--- config.mk ---
export PLATFORM = sky130hd
export DESIGN_NAME = hex_ascii_streamer_flat
export DESIGN_NICKNAME = d
export VERILOG_FILES = /design/src/rtl/hex_ascii_streamer_if.sv /design/src/rtl/hex_ascii_streamer.sv /design/src/flat_wrapper.sv
export SDC_FILE = /design/constraint.sdc
export NUM_CORES = 1
export LEC_CHECK = 0
export CORE_UTILIZATION = 47
export CTS_CLUSTER_SIZE = 40
export DETAILED_ROUTE_END_ITERATION = 6
export GPL_ROUTABILITY_DRIVEN = 1
export HOLD_SLACK_MARGIN = 0.06
export PLACE_DENSITY = 0.82
export SYNTH_ARGS = -nofsm -noshare
export SYNTH_HDL_FRONTEND = slang
export SYNTH_SLANG_ARGS = --single-unit
--- constraint.sdc ---
create_clock -name CLK -period 1.8 [get_ports CLK]
set_clock_uncertainty 0.15 [all_clocks]
set_input_delay 0.36 -clock CLK [delete_from_list [all_inputs] [get_ports CLK]]
set_output_delay 0.36 -clock CLK [all_outputs]
set_load 0.01 [all_outputs]
--- src/rtl/hex_ascii_streamer_if.sv ---
// ----------------------------------------------------------------------------
// hex_ascii_streamer_if
// Groups the word-in handshake, the converter side-channel (HEX out, ASCII
// back) and the character-out handshake of hex_ascii_streamer.
//   IN_DATA/IN_VALID/IN_READY    : upstream word handshake
//   HEX/ASCII                    : nibble to converter, ASCII code returned
//   OUT_CHAR/OUT_VALID/OUT_READY : downstream character handshake
//   BUSY                         : a word is in progress
// slave  : the streamer's view.
// master : the environment's view (upstream, converter and downstream).
// ----------------------------------------------------------------------------
interface hex_ascii_streamer_if #(
    parameter int unsigned WIDTH = 32
);
    logic [WIDTH-1:0] IN_DATA;
    logic             IN_VALID;
    logic             IN_READY;
    logic [3:0]       HEX;
    logic [7:0]       ASCII;
    logic [7:0]       OUT_CHAR;
    logic             OUT_VALID;
    logic             OUT_READY;
    logic             BUSY;

    modport slave (
        input  IN_DATA, IN_VALID, ASCII, OUT_READY,
        output IN_READY, HEX, OUT_CHAR, OUT_VALID, BUSY
    );

    modport master (
        output IN_DATA, IN_VALID, ASCII, OUT_READY,
        input  IN_READY, HEX, OUT_CHAR, OUT_VALID, BUSY
    );
endinterface

--- src/rtl/hex_ascii_streamer.sv ---
// ----------------------------------------------------------------------------
// hex_ascii_streamer
// Accepts a WIDTH-bit word, walks its nibbles MSB first through an external
// combinational hex-to-ASCII converter and emits one character per output
// handshake, followed by CR LF.
//
// Ports:
//   CLK   : system clock, rising edge
//   RST_N : asynchronous active-low reset
//   bus   : hex_ascii_streamer_if.slave (IN_*, HEX, ASCII, OUT_*, BUSY)
//
// Optional feature: define HEX_ASCII_STREAMER_PREFIX_EN to emit a "0x"
// prefix before the digits.
//
// OUT_CHAR is a combinational mux of state and the converter's ASCII return;
// IN_READY, OUT_VALID and BUSY are registered; HEX comes straight from the
// shift register.
// ----------------------------------------------------------------------------
module hex_ascii_streamer #(
    parameter int unsigned WIDTH = 32
) (
    input  logic                CLK,
    input  logic                RST_N,
    hex_ascii_streamer_if.slave bus
);
    localparam int unsigned NIBBLES = WIDTH / 4;
    localparam int unsigned CNT_W   = (NIBBLES > 1) ? $clog2(NIBBLES) : 1;
    localparam logic [CNT_W-1:0] CNT_LAST = CNT_W'(NIBBLES - 1);

    localparam logic [7:0] CH_CR      = 8'h0D;
    localparam logic [7:0] CH_LF      = 8'h0A;
    localparam logic [7:0] CH_QMARK   = 8'h3F;
    localparam logic [7:0] CH_INVALID = 8'hFF;
`ifdef HEX_ASCII_STREAMER_PREFIX_EN
    localparam logic [7:0] CH_ZERO    = 8'h30;
    localparam logic [7:0] CH_X       = 8'h78;
`endif

    if ((WIDTH < 4) || ((WIDTH % 4) != 0)) begin : g_width_check
        $error("hex_ascii_streamer: WIDTH must be a multiple of 4, minimum 4");
    end

    typedef enum logic [2:0] {
        IDLE  = 3'd0,
        DIGIT = 3'd1,
        CR    = 3'd2,
        LF    = 3'd3
`ifdef HEX_ASCII_STREAMER_PREFIX_EN
        ,
        PFX0  = 3'd4,
        PFX1  = 3'd5
`endif
    } state_e;

    state_e             state_q, state_d;
    logic [WIDTH-1:0]   shift_q, shift_d;
    logic [CNT_W-1:0]   cnt_q, cnt_d;
    logic               in_ready_q, in_ready_d;
    logic               out_valid_q, out_valid_d;
    logic               busy_q, busy_d;
    logic               xfer;
    logic [7:0]         out_char_c;

    // State and registered handshake outputs
    always_ff @(posedge CLK or negedge RST_N) begin
        if (!RST_N) begin
            state_q     <= IDLE;
            shift_q     <= '0;
            cnt_q       <= '0;
            in_ready_q  <= 1'b1;
            out_valid_q <= 1'b0;
            busy_q      <= 1'b0;
        end else begin
            state_q     <= state_d;
            shift_q     <= shift_d;
            cnt_q       <= cnt_d;
            in_ready_q  <= in_ready_d;
            out_valid_q <= out_valid_d;
            busy_q      <= busy_d;
        end
    end

    // Next state, shift/count update and character mux
    always_comb begin
        state_d    = state_q;
        shift_d    = shift_q;
        cnt_d      = cnt_q;
        out_char_c = 8'h00;
        xfer       = out_valid_q & bus.OUT_READY;

        unique case (state_q)
            IDLE: begin
                if (bus.IN_VALID) begin
                    shift_d = bus.IN_DATA;
                    cnt_d   = CNT_LAST;
`ifdef HEX_ASCII_STREAMER_PREFIX_EN
                    state_d = PFX0;
`else
                    state_d = DIGIT;
`endif
                end
            end
`ifdef HEX_ASCII_STREAMER_PREFIX_EN
            PFX0: begin
                out_char_c = CH_ZERO;
                if (xfer) begin
                    state_d = PFX1;
                end
            end
            PFX1: begin
                out_char_c = CH_X;
                if (xfer) begin
                    state_d = DIGIT;
                end
            end
`endif
            DIGIT: begin
                // The converter flags an unmappable nibble with 0xFF
                out_char_c = (bus.ASCII == CH_INVALID) ? CH_QMARK : bus.ASCII;
                if (xfer) begin
                    shift_d = shift_q << 4;
                    if (cnt_q == '0) begin
                        state_d = CR;
                    end else begin
                        cnt_d = cnt_q - CNT_W'(1);
                    end
                end
            end
            CR: begin
                out_char_c = CH_CR;
                if (xfer) begin
                    state_d = LF;
                end
            end
            LF: begin
                out_char_c = CH_LF;
                if (xfer) begin
                    state_d = IDLE;
                end
            end
            default: begin
                state_d = IDLE;
            end
        endcase

        // Outputs registered from the next state so they line up with it
        in_ready_d  = (state_d == IDLE);
        out_valid_d = (state_d != IDLE);
        busy_d      = (state_d != IDLE);
    end

    assign bus.IN_READY  = in_ready_q;
    assign bus.OUT_VALID = out_valid_q;
    assign bus.BUSY      = busy_q;
    assign bus.HEX       = shift_q[WIDTH-1 -: 4];
    assign bus.OUT_CHAR  = out_char_c;

endmodule
--- src/flat_wrapper.sv ---
// flat-port wrapper written by rule: the top's interface ports become plain ports
module hex_ascii_streamer_flat 
#(
    parameter int unsigned WIDTH = 32
)
  (CLK, RST_N, bus_IN_DATA, bus_IN_VALID, bus_ASCII, bus_OUT_READY, bus_IN_READY, bus_HEX, bus_OUT_CHAR, bus_OUT_VALID, bus_BUSY);
  hex_ascii_streamer_if #(.WIDTH(WIDTH)) bus_i ();
  input  logic CLK;
  input  logic RST_N;
  input wire logic [$bits(bus_i.IN_DATA)-1:0] bus_IN_DATA;
  input wire logic [$bits(bus_i.IN_VALID)-1:0] bus_IN_VALID;
  input wire logic [$bits(bus_i.ASCII)-1:0] bus_ASCII;
  input wire logic [$bits(bus_i.OUT_READY)-1:0] bus_OUT_READY;
  output wire logic [$bits(bus_i.IN_READY)-1:0] bus_IN_READY;
  output wire logic [$bits(bus_i.HEX)-1:0] bus_HEX;
  output wire logic [$bits(bus_i.OUT_CHAR)-1:0] bus_OUT_CHAR;
  output wire logic [$bits(bus_i.OUT_VALID)-1:0] bus_OUT_VALID;
  output wire logic [$bits(bus_i.BUSY)-1:0] bus_BUSY;
  assign bus_i.IN_DATA = bus_IN_DATA;
  assign bus_i.IN_VALID = bus_IN_VALID;
  assign bus_i.ASCII = bus_ASCII;
  assign bus_i.OUT_READY = bus_OUT_READY;
  assign bus_IN_READY = bus_i.IN_READY;
  assign bus_HEX = bus_i.HEX;
  assign bus_OUT_CHAR = bus_i.OUT_CHAR;
  assign bus_OUT_VALID = bus_i.OUT_VALID;
  assign bus_BUSY = bus_i.BUSY;
  hex_ascii_streamer #(.WIDTH(WIDTH)) u_core (.CLK(CLK), .RST_N(RST_N), .bus(bus_i));
endmodule
Word-level counts from Yosys, hierarchy flattened
Index checks and enable logic that the tools add are counted.
- logic and storage cells: 36
- input port bits: 44
- output and inout bits: 15
- register bits: 40
- reduce and logical (&&, ||, !) cells: 7
- bitwise operators: 1
- add/subtract/negate cells: 1
- equality and inequality tests: 7
- multiplexer cells: 15
- operator list (cell ; count):
    2-to-1 mux 32 bit ; 2
    one-hot mux 32 bit (2 select lines) ; 1
    2-to-1 mux 3 bit ; 8
    one-hot mux 8 bit (3 select lines) ; 1
    one-hot mux 3 bit (4 select lines) ; 1
    zero test 3 bit ; 3
    == test 8 bit (second input constant) ; 1
    2-to-1 mux 8 bit ; 1
    == test 3 x 2 -> 1 bit (second input constant) ; 2
    one-hot mux 3 bit (2 select lines) ; 1
    inequality test 2 bit (second input constant) ; 2
    AND reduction 4 bit ; 1
    == test 3 x 1 -> 1 bit (second input constant) ; 1
    AND reduction 3 bit ; 1
    nonzero test 3 bit ; 1
    subtractor 3 x 1 -> 3 bit (second input constant) ; 1
    inequality test 2 x 1 -> 1 bit (second input constant) ; 1
    nonzero test 2 bit ; 1
    AND 1 bit ; 1

Logic depth before layout (Yosys ltp)
- depth in word-level cells: 5
- mapped depth: 6
- gate-level depth less buffers: 6

Worst setup path before layout
No wires, ideal clock.
- path kind: register to output
- start point: register u_core.state_q[1]
- end point: output bus_OUT_CHAR[6]
- stages on the path, launching flop included: 7
- data arrival time: 1231 ps
- slack: 59 ps
- data required time: 1290 ps
- buffers on the path: 3
- cell sequence: dfrtp_1 buf_6 nor3b_2 buf_6 buf_6 nand2_1 a21oi_1
- cells in the longest elaborated chain, start to end: 2
- elaborated cells between the ends (all ways): 4
- those cells by class: 3 x eq/ne; 1 x mux
- RTL lines (item ; RTL line ; text):
    from (decl) ; hex_ascii_streamer.sv:55 ; state_e state_q, state_d;
    from (signal assigned) ; hex_ascii_streamer.sv:74 ; state_q <= state_d;
    == test 3 x 2 -> 1 bit / == test 3 x 1 -> 1 bit (equally long branches) ; hex_ascii_streamer.sv:91 ; unique case (state_q)
    one-hot mux 8 bit (3 select lines) (*) ; hex_ascii_streamer.sv:91 ;
    to (decl) ; flat_wrapper.sv:16 ; output wire logic [$bits(bus_i.OUT_CHAR)-1:0] bus_OUT_CHAR;
Every way passes the cells marked *; elsewhere a longest branch is shown, timed or not.

Final worst setup path
Same ends and word-level chain as after synthesis.

==> flow_results.org <==
** Timing
- Worst-case setup margin in the final layout :: -0.1131 ns
- Setup TNS Final :: -0.8688 ns
- Setup repair after global routing could not meet its margin everywhere.
- The total count of max-transition violations in the final report came to 0.
- Achievable Freq :: 522.7 MHz
- The number of hold-slack violations in the final timing report came to 0.
- Setup violations remaining at the end of the flow were counted as 22.
- Final period utilization :: 106.3%
- Minimum clock period after layout :: roughly 1.9 ns

** Pwr
- Total power :: between 0.002 and 0.0025 W
- Summed over all cells, the static leakage comes to ~1.4 nW.
- VDD sags by at most 589.1 uV.
- Power spread over the standard cell area amounts to 802.6 mW/mm^2.

** Synthesis
- Counting every net in the synthesized netlist gives between 200 and 250.
- Yosys mapped the design onto 32 distinct sky130hd cell types.
- Cell with the most instances after synthesis :: dfrtp_1
- dfrtp_1 takes more of the synthesized area than any other cell.
- By count the netlist is led by dfrtp_1, nand2_1, mux2i_1.
- During synthesis, Yosys emitted a total of 0 warnings.
- Yosys mapped a number of flops with a built-in enable equal to 0.
- Share of flip-flops with an asynchronous set or reset after synthesis :: between 90% and 100%
- Flop and latch count out of synthesis :: 40
- Share of synthesized area occupied by flip-flops and latches :: between 40% and 50%
- Counting every instance in the synthesized netlist gives between 150 and 200.
- Post-synthesis cell area :: 0.002036 sq mm
- In the synthesized netlist the dominant register cell turns out to be dfrtp_1.
- Area share of the largest cell type after synthesis :: between 40 and 50%
- Top area cells in the synthesized netlist :: dfrtp_1, mux2i_1, nand2_1
- Post-synthesis average cell area :: slightly above 10 sq um

** Clock tree
- CTS buffer count :: 5
- Number of sinks handled by clock tree synthesis :: 40
- Max Root-Sink Buffers :: 2
- For the worst-skew pair, the clock arrives at the later sink with an insertion delay of about 0.30 ns.
- The root buffer cell chosen for the clock tree is clkbuf_8.
- Htree depth :: 2
- Clock-pin slew was measured on the worst setup and hold paths at ~0.070 ns.
- TritonCTS built the clock tree.

** Route
- DRC violations left :: 0
- Using the TritonRoute via totals, the vias-per-cell ratio works out to about 5.1.
- In this run, the number of DRC markers left after iteration 0 of detailed routing was 54.
- The routed layout has ~1700 vias.
- Number of detailed-routing iterations run before antenna repair :: 4
- The final layout contains routed wiring with a total length of 4621 um.
- In the final routed layout, each cell accounts on average for between 10 and 15 um.
- The detail route stage leaves a number of antenna-violating nets equal to 0.

** Finish
- Filler cell count :: ~280
- Share of final-layout standard cells stronger than drive strength 1 :: about 28%
- Syn-to-layout area delta :: 49.11%
- Number of antenna cells inserted :: 0
- The finished cells cover around 0.003 sq mm.
- The count of cells in the finished layout, fillers not included, comes to 327.
- Number of nets in the finished design :: 323

** Global route
- The first global-routing pass estimated roughly 6700 um of wire.
- Number of global-route vias before repair :: 1506
- For this run the aggregate overflow at the end of global routing stands at 0.
- The initial antenna violation count was 0.
- For this run, global-route usage on met2 was measured as 33.54%.
- Global routing consumed, on the met1 layer, about a quarter of the routing resources.
- Most crowded layer after global routing :: met2
- GR met3 Demand/Resource :: roughly 4.5%
- In the global route stage, overall resource usage came out at between 20% and 30%.
- Entering global routing, the biggest net connects 29 pins.

** Floorplan
- The core region is 0.004086 sq mm.
- The floorplan has 23 rows.
- The initial utilization of the core area, before any placement, comes to between 40% and 50%.
- The floorplan step set the die width to around 68 um.
- a little under 60 I/O pins were placed.
- Floorplan die area :: roughly 0.0046 sq mm
- Die extent in y :: roughly 68 um

** Worst setup path
- Of all nets on the critical path, the largest fanout is 4.
- Data on the critical path arrives at its endpoint at between 1 and 1.5 ns.
- The slowest stage of the critical path belongs to the cell dfrtp_2.
- Largest incremental delay on the critical path :: 0.45 ns
- Req. time, crit path :: around 1.3 ns
- STA classifies the critical path endpoint as an output pin.
- Crit Path Class :: reg -> out
- CP Cell Sequence :: nor3b_4, buf_6, nand2_2, a21oi_2, buf_2
- CP startpoint kind :: flop

** Placed design
- Buffers on Ports :: 58
- The congestion estimate from routability-driven global placement came to between 0.7 and 0.8.
- Detailed placement ended at an HPWL of between 3000 and 4000 um.
- Count of placed standard cells including taps :: between 300 and 400
- Placed cell area :: approximately 0.0027 sq mm

** Outcome
- The final reports fail on negative setup slack.
- The run finished, with violations left.

** Flow run
- Max-cap violations in this run came to 0.

** Hold path
- The path class of the tightest hold or removal check is reg -> reg.
power breakdown:
| group | total (W) | leakage (nW) | internal (W) | switching, W |
|---|---|---|---|---|
| logic | 0.000677 | 0.849 | 0.000392 | 0.000284 |
| registers | 0.00119 | 0.487 | 0.00108 | 0.000107 |
| clock network | 0.000573 | 0.0400 | 0.000262 | 0.000310 |
| total | 0.00244 | 1.38 | 0.00173 | 0.000701 |
kinds of logic after synthesis:
logic type      Yosys count  share of synthesized area [%]
buf+inv                  22                          8.113
other cells               1                         0.1842
compound gates           44                          13.58
flops                    40                          49.23
fa+ha+maj                 2                          1.229
simple gates             59                          13.40
mux                      29                          14.26
layout make-up:
class | count | area [sq um] | share of cell area (%)
Multi-Input combinational cell | 135 | 945.9 | 31.16
Tap cell | 50 | 62.56 | 2.061
Clock inverter | 2 | 12.51 | 0.4122
Sequential cell | 40 | 1003 | 33.06
Timing Repair Buffer | 92 | 930.9 | 30.67
Inverter | 3 | 11.26 | 0.3710
Clock buffer | 5 | 68.82 | 2.267
critical path: cells and delay by family, from the launching register on:
family / cells / cell delay [ns]
DFF: 1 / 0.45
and+or+nand+nor: 2 / 0.30
buffers and inverters: 2 / 0.27
AOI/OAI and AO/OA: 1 / 0.09
cell usage in the layout, fill, tap and decap left out, types with 3 or more instances in the layout:
cell type        count
clkbuf_8             5
dfrtp_1             38
nand2_1             33
inv_1                3
a21oi_2              3
buf_2                7
a21oi_1              5
mux2i_2              4
clkdlybuf4s50_1     46
mux2i_1             24
nor3_1               3
buf_4               20
a22o_1               4
buf_12               5
o21ai_1             22
nor2_1               6
buf_6                5
o21ai_2              6
timing repair:
item | CTS | global route
setup buffers | 6 | 11
pin swaps | 6 | 8
endpoints found under the hold margin | 17 | 0
cloned | 0 | 2
hold buffers | 1 | 0
endpoints found under the setup margin | 10 | 45
resized for setup | 37 | 33
routing by layer:
layer  routed length [um]  part of all wire (%)
met1                 1854                    40
met5                    0                     0
met2                 2427                    53
met3                  257                   5.6
met4                   82                   1.8
per-stage QoR:
stage / setup WS (ns) / utilization (%) / hold slack [ns]
floorplan: 0.05879 / - / -0.08559
global placement: -0.3104 / 65.06 / 0.1774
detailed placement: -0.3708 / 65.06 / 0.1838
CTS: -0.1031 / 67.94 / 0.3261
global route: -0.2145 / 74.28 / 0.3580
finish: -0.1131 / 74.28 / 0.3219
path summary, 6_finish.rpt:
path	to	from	cells past startpoint	slack, ns
worst max-delay path	bus_OUT_CHAR[6]	u_core.state_q[1]$_DFF_PN0_	5	-0.11
worst min-delay path	u_core.cnt_q[0]$_DFFE_PN0P_	u_core.cnt_q[0]$_DFFE_PN0P_	1	0.32
worst max register to register	u_core.shift_q[6]$_DFFE_PN0P_	u_core.state_q[1]$_DFF_PN0_	8	-0.05
worst min register to register	u_core.cnt_q[0]$_DFFE_PN0P_	u_core.cnt_q[0]$_DFFE_PN0P_	1	0.32
max in group asynchronous	u_core.shift_q[16]$_DFFE_PN0P_	RST_N	3	0.57
min in group asynchronous	u_core.shift_q[28]$_DFFE_PN0P_	RST_N	2	0.39
state kept, by name, summed over array words and instances (netlist names):
name                  cells
u_core.cnt_q              3
u_core.bus.OUT_VALID      1
u_core.shift_q           32
u_core.bus.IN_READY       1
u_core.state_q            3
(Power assumes the default switching activity.)
